## config.mk

```make
export PLATFORM = sky130hd
export DESIGN_NAME = cpu_mem_loader
export DESIGN_NICKNAME = d
export VERILOG_FILES = /design/src/rtl/cpu_mem_loader.sv
export SDC_FILE = /design/constraint.sdc
export NUM_CORES = 1
export LEC_CHECK = 0
export ABC_AREA = 1
export ABC_CLOCK_PERIOD_IN_PS = 16100
export CORE_MARGIN = 2
export CORE_UTILIZATION = 26
export DETAILED_ROUTE_END_ITERATION = 8
export GPL_TIMING_DRIVEN = 1
export PLACE_DENSITY = 0.47
export SLEW_MARGIN = 20
export SYNTH_ARGS = -nofsm -noshare
export SYNTH_HDL_FRONTEND = slang
export SYNTH_SLANG_ARGS = --single-unit
export TNS_END_PERCENT = 1
```

## constraint.sdc

```tcl
create_clock -name clk -period 16.1 [get_ports clk]
set_clock_uncertainty 0.05 [all_clocks]
set_input_delay 4.025 -clock clk [delete_from_list [all_inputs] [get_ports clk]]
set_output_delay 4.025 -clock clk [all_outputs]
set_load 0.01 [all_outputs]
```

## src/rtl/cpu_mem_loader.sv

```systemverilog
// cpu_mem_loader: loads a program into instruction memory, runs the cpu for a set
// number of cycles, then streams a data-memory window back out.
module cpu_mem_loader #(
  parameter int DATA_W    = 32,
  parameter int CNT_W     = 16,
  parameter int ADDR_STEP = 4,
  parameter int RD_LAT    = 1
) (
  input  logic              clk,
  input  logic              arst,
  input  logic              start,
  input  logic [CNT_W-1:0]  prog_words,
  input  logic [CNT_W-1:0]  run_cycles,
  input  logic [31:0]       dump_base,
  input  logic [CNT_W-1:0]  dump_words,
  input  logic [DATA_W-1:0] in_data,
  input  logic              in_valid,
  output logic              in_ready,
  output logic [DATA_W-1:0] out_data,
  output logic              out_valid,
  input  logic              out_ready,
  output logic              cpu_enable,
  output logic [31:0]       addr_ext,
  output logic              wen_ext,
  output logic              ren_ext,
  output logic [DATA_W-1:0] wdata_ext,
  input  logic [DATA_W-1:0] rdata_ext,
  output logic [31:0]       addr_ext_2,
  output logic              wen_ext_2,
  output logic              ren_ext_2,
  output logic [DATA_W-1:0] wdata_ext_2,
  input  logic [DATA_W-1:0] rdata_ext_2,
  output logic              busy,
  output logic              done
);
  localparam int LW = RD_LAT > 1 ? $clog2(RD_LAT) : 1;
  typedef enum logic [2:0] {S_IDLE, S_LOAD, S_RUN, S_RD, S_WAIT, S_OUT, S_DONE} state_t;
  state_t            r_state, w_next;
  logic [CNT_W-1:0]  r_prog, r_run, r_dump, r_cnt, w_cnt_nx;
  logic [31:0]       r_load_ptr, r_dump_ptr;
  logic [DATA_W-1:0] r_out_data;
  logic [LW-1:0]     r_wait;
  logic              w_acc, w_hs, w_inc, w_wait_end, w_clr, w_unused;
  assign w_acc      = r_state == S_LOAD && in_valid;
  assign w_hs       = r_state == S_OUT && out_ready;
  assign w_inc      = w_acc || w_hs || r_state == S_RUN;
  assign w_cnt_nx   = r_cnt + CNT_W'(1);
  assign w_wait_end = r_wait == LW'(RD_LAT - 1);
  // the counter is shared: per-word in LOAD/DUMP, per-cycle in RUN, so clear it between phases
  assign w_clr      = w_next != r_state && (r_state == S_IDLE || r_state == S_LOAD || r_state == S_RUN);
  assign w_unused   = ^rdata_ext;
  always_ff @(posedge clk or posedge arst) begin
    if (arst) r_state <= S_IDLE;
    else r_state <= w_next;
  end
  always_comb begin
    w_next = r_state;
    case (r_state)
      S_IDLE:  if (start) w_next = prog_words != '0 ? S_LOAD : S_RUN;
      S_LOAD:  if (w_acc && w_cnt_nx == r_prog) w_next = S_RUN;
      S_RUN:   if (r_cnt == r_run) w_next = r_dump != '0 ? S_RD : S_DONE;
      S_RD:    w_next = S_WAIT;
      S_WAIT:  if (w_wait_end) w_next = S_OUT;
      S_OUT:   if (w_hs) w_next = w_cnt_nx == r_dump ? S_DONE : S_RD;
      default: w_next = S_IDLE;
    endcase
  end
  always_ff @(posedge clk or posedge arst) begin
    if (arst) begin
      r_prog     <= '0;
      r_run      <= '0;
      r_dump     <= '0;
      r_cnt      <= '0;
      r_load_ptr <= '0;
      r_dump_ptr <= '0;
      r_out_data <= '0;
      r_wait     <= '0;
    end else begin
      if (r_state == S_IDLE && start) begin
        r_prog     <= prog_words;
        r_run      <= run_cycles;
        r_dump     <= dump_words;
        r_load_ptr <= '0;
        r_dump_ptr <= dump_base;
      end
      if (w_acc) r_load_ptr <= r_load_ptr + 32'(ADDR_STEP);
      if (w_hs) r_dump_ptr <= r_dump_ptr + 32'(ADDR_STEP);
      r_cnt  <= w_clr ? '0 : (w_inc ? w_cnt_nx : r_cnt);
      r_wait <= r_state == S_WAIT ? r_wait + LW'(1) : '0;
      if (r_state == S_WAIT && w_wait_end) r_out_data <= rdata_ext_2;
    end
  end
  always_comb begin
    in_ready    = r_state == S_LOAD;
    wen_ext     = w_acc;
    addr_ext    = w_acc ? r_load_ptr : '0;
    wdata_ext   = w_acc ? in_data : '0;
    ren_ext     = 1'b0;
    cpu_enable  = r_state == S_RUN && r_cnt != r_run;
    ren_ext_2   = r_state == S_RD;
    addr_ext_2  = r_state == S_RD ? r_dump_ptr : '0;
    wen_ext_2   = 1'b0;
    wdata_ext_2 = '0;
    out_valid   = r_state == S_OUT;
    out_data    = r_out_data;
    busy        = r_state != S_IDLE;
    done        = r_state == S_DONE;
  end
endmodule

```

Word level (Yosys, flattened, before mapping)
Cells that the tools add are included.
{"block": "word_totals", "ff_bits": 164}
{"block": "classes", "n_mux": 19, "bitwise": 1, "add_sub_neg": 4, "n_reduce_logical": 18, "eq_ne": 11}
{"operator": "$mux 32", "n": 7}
{"operator": "$add 32x3->32 const B", "n": 2}
{"operator": "$eq 16x16->1", "n": 3}
{"operator": "$mux 16", "n": 2}
{"operator": "$reduce_bool 16->1", "n": 2}
{"operator": "$mux 3", "n": 7}
{"operator": "$pmux 3 s6", "n": 1}
{"operator": "$add 16x1->16 const B", "n": 1}
{"operator": "$ne 16x16->1", "n": 1}
{"operator": "$eq 3x3->1 const B", "n": 3}
{"operator": "$logic_and 1x1->1", "n": 7}
{"operator": "$eq 3x2->1 const B", "n": 2}
{"operator": "$reduce_bool 2->1", "n": 3}
{"operator": "$logic_or 1x1->1", "n": 4}
{"operator": "$eq 3x1->1 const B", "n": 1}
{"operator": "$logic_not 3->1", "n": 1}
{"operator": "$ne 3x3->1", "n": 1}
{"operator": "$reduce_bool 3->1", "n": 1}
{"operator": "$mux 2", "n": 1}
{"operator": "$add 1x1->1 const B", "n": 1}
{"operator": "$mux 1", "n": 1}
{"operator": "$not 1->1", "n": 1}

Longest topological paths before layout
{"block": "logic_depth", "word_depth": 8, "mapped_depth": 19, "mapped_depth_nobuf": 18}

Worst setup path after synthesis
No wires, ideal clock.
{"block": "synth_timing", "kind": "input to output", "startpoint": "input in_valid", "endpoint": "output addr_ext[12]", "setup_slack_ns": 7.146, "stages": 4, "arrival_time_ns": 4.879, "required_ns": 12.025, "cell_sequence": "nand2_1 > clkbuf_1 > buf_1 > nor2_1"}
{"block": "synth_via", "elab_chain_len": 2}
{"item": "start: declaration", "line_no": "17", "text": "input logic in_valid,"}
{"item": "$logic_and 1x1->1", "line_no": "44", "text": "assign w_acc = r_state == S_LOAD && in_valid;"}
{"item": "$mux 32", "line_no": "96", "text": "addr_ext = w_acc ? r_load_ptr : '0;"}
{"item": "end: declaration", "line_no": "23", "text": "output logic [31:0] addr_ext,"}
Every way passes these cells.

Final worst setup path
{"block": "layout_timing", "startpoint": "input in_valid", "endpoint": "output wen_ext"}
{"block": "layout_via", "elab_chain_len": 1}
{"item": "$logic_and 1x1->1", "line_no": "44"}
{"item": "end: declaration", "line_no": "24", "text": "output logic wen_ext,"}
Every way passes these cells.

==> results_dict.tcl <==
set metrics [dict create \
    clockBufferDepth 2 \
    tns_ps 0 \
    cp_cell_sequence "clkdlybuf4s50_1, nand2_2, buf_4, inv_1, clkdlybuf4s50_1" \
    antenna_found_initial 6 \
    r2r_start "r_state[0]" \
    syn-cell-area_mm2 0.00980 \
    vias_per_cell 4.37 \
    routedWlPerCell_um 15.1 \
    die_y_um 198 \
    relSlewSlack_pct 32.5 \
    path_class "primary input to primary output" \
    slowest_delay_ps 640 \
    ant_nets 0 \
    crit_fanout 71 \
    syn_inst 1419 \
    ys_async_sr_fraction_pct 100 \
    period_needed_ps 10410 \
    setup_ws_ps 5690 \
    cp_top_family "buffers and inverters" \
    worstMarginPinSlew_ps 1010 \
    fin_crit_sh_pct 64.7 \
    die_area_mm2 0.0392 \
    fin_total_pwr_mw 1.97 \
    cp.arrival_ps 6330 \
    overflow 0 \
    rsz0062_at_grt "no" \
    power_density_mw_per_mm2 145 \
    ys_ff_latch 162 \
    yosysSeqAreaShare_pct 41.4 \
    area_growth_pct 38.5 \
    slowest_stage "clkdlybuf4s50_1" \
    hp-start "out_data[5]" \
    mostFrequentLayoutCell "nand2_1" \
    post_cts_resized 0 \
    drive_above_1_share_pct 4.56 \
    postSynthAreaPerCell_um2 6.90 \
    reg2regPathDepth 10 \
    start_util_pct 26.2 \
    layout_common_cells "nand2_1, clkdlybuf4s50_1, inv_1" \
    grt_pass1_wl_mm 52.0 \
    die_x_um 198 \
    crit_required_ps 12030 \
    cpMostUsedCell "clkdlybuf4s50_1" \
    wirelength_mm 33.2 \
    drt_iter0_markers 495 \
    cts-hold-fix-buffers 0 \
    hold_path_end "out_data[5]" \
    cts_tree "built" \
    grt_usage_pct 17.0 \
    finalSetupViolations 0 \
    place_congestion 0.871 \
    clk_pin_slew_ps 70 \
    cts_setup_buffers 0 \
    status "completed" \
    max_cap_violations 0 \
    dr.pass1.iters 5 \
    core-area_mm2 0.0374 \
    drc_errors 0 \
    max_freq_mhz 96.1 \
    io_pins 350 \
    maxSlewViolCount 0 \
    ys_types 48 \
    dp_hpwl_mm 24.4 \
    fin_cells 2202 \
    first_global_vias 9436 \
    row_count 71 \
    p_leak_nw 6.10 \
    fin_nets 1860 \
    cts_root_buf "clkbuf_16" \
    synthFlopType "dfrtp_1" \
    htreeDepth 4 \
    r2r_end "r_cnt[3]" \
    grt_max_degree 103 \
    synth_edf_count 0 \
    ir_drop_mv 0.0866 \
    ys_warn_count 0 \
    hold_viol 0 \
    port_buffers 281 \
    insertion_delay_ps 440 \
    cts_sinks 162 \
    r2r_slack_ps 12150 \
    hp-class "flop to flop" \
    placed_cells 2168 \
    timing.hold.ws_ps 421 \
    whs_path_depth 2 \
    start_kind "primary input" \
    place_ws_ps 5640 \
    path_buf_inv 4 \
    end_kind "primary output" \
    num_vias 9628 \
    cts_made_buffers 17 \
]
synthesized netlist by cell type, types with 2 or more instances:
| library cell | instances | area, um^2 |
|---|---|---|
| nand4_1 | 26 | 163 |
| o221ai_1 | 3 | 26.3 |
| a21oi_2 | 10 | 87.6 |
| clkbuf_1 | 38 | 143 |
| mux2i_1 | 3 | 30.0 |
| o311ai_0 | 4 | 35.0 |
| nand3_1 | 91 | 455 |
| buf_4 | 39 | 293 |
| nor4_1 | 13 | 81.3 |
| xor2_1 | 18 | 158 |
| ha_1 | 3 | 37.5 |
| buf_1 | 4 | 15.0 |
| inv_1 | 192 | 721 |
| buf_2 | 2 | 10.0 |
| nand3b_1 | 2 | 15.0 |
| dfrtp_1 | 162 | 4050 |
| o21bai_1 | 2 | 15.0 |
| nand2_1 | 434 | 1630 |
| nor2_2 | 5 | 31.3 |
| nor3_1 | 18 | 90.1 |
| o211ai_1 | 18 | 135 |
| a22oi_1 | 6 | 45.0 |
| nand2_2 | 7 | 43.8 |
| o22ai_1 | 5 | 31.3 |
| nor3_2 | 2 | 20.0 |
| nor2_4 | 4 | 45.0 |
| o21ai_0 | 71 | 355 |
| nand3_2 | 4 | 40.0 |
| nor2_1 | 179 | 672 |
| or2_2 | 3 | 18.8 |
| a31oi_1 | 5 | 31.3 |
| a21oi_1 | 30 | 150 |
logic make-up after synthesis:
logic type	count (synthesis)	share of synthesized area, %
other	1	0.0383
AND/OR/NAND/NOR	793	34.1
buffers and inverters	278	12.2
flip-flops	162	41.4
multiplexers	3	0.307
XOR/XNOR	18	1.61
adder cells (fa/ha/maj)	3	0.383
AO/OA/AOI/OAI	161	9.91
flip-flops by register name, indices dropped and copies added, names as in the netlist:
register	flops
r_state	3
out_data	32
r_wait	1
r_prog	16
r_run	16
r_dump	16
r_cnt	16
r_dump_ptr	32
r_load_ptr	30
worst min-delay path, stage by stage, from the launching register on:
cell and delay [ps]:
dfrtp_1 350, nand2_1 50, nand2_1 40
where the power goes:
part | switching [mW] | internal [mW]
Clock | 0.177 | 0.247
Sequential | 0.127 | 0.565
Combinational | 0.510 | 0.348
Total | 0.814 | 1.16
per-layer routing:
layer  GRT usage, %  part of all wire, %  routed length [um]
met5              0                 0.11                  36
met4           5.26                  1.8                 592
met3           4.70                  6.5                2160
met2           25.9                   43               14500
met1           23.3                   48               16000
worst max path at each step:
| stage | start | to | depth (start not counted) |
|---|---|---|---|
| floorplan | in_valid | addr_ext[12] | 4 |
| global placement | in_valid | wen_ext | 5 |
| detailed placement | in_valid | wen_ext | 5 |
| CTS | in_valid | wen_ext | 5 |
| global route | in_valid | wen_ext | 5 |
| finish | in_valid | wen_ext | 5 |
per-stage QoR:
step                      cell area (um^2)  util, %
after detailed placement             13000     34.7
after CTS                            13600     36.2
after floorplan                       9930        -
after global routing                 13600     36.3
final                                13600     36.3
after global placement               13000     34.7
cell type report:
cell class	instances	area, um^2
Fill cell	4074	23800
Sequential cell	162	4050
Timing Repair Buffer	287	2860
Inverter	194	736
Antenna cell	3	7.51
Clock inverter	10	135
Clock buffer	21	450
Multi-Input combinational cell	1014	4690
Tap cell	511	639
No activity file was read; power rests on OpenSTA's default activity.
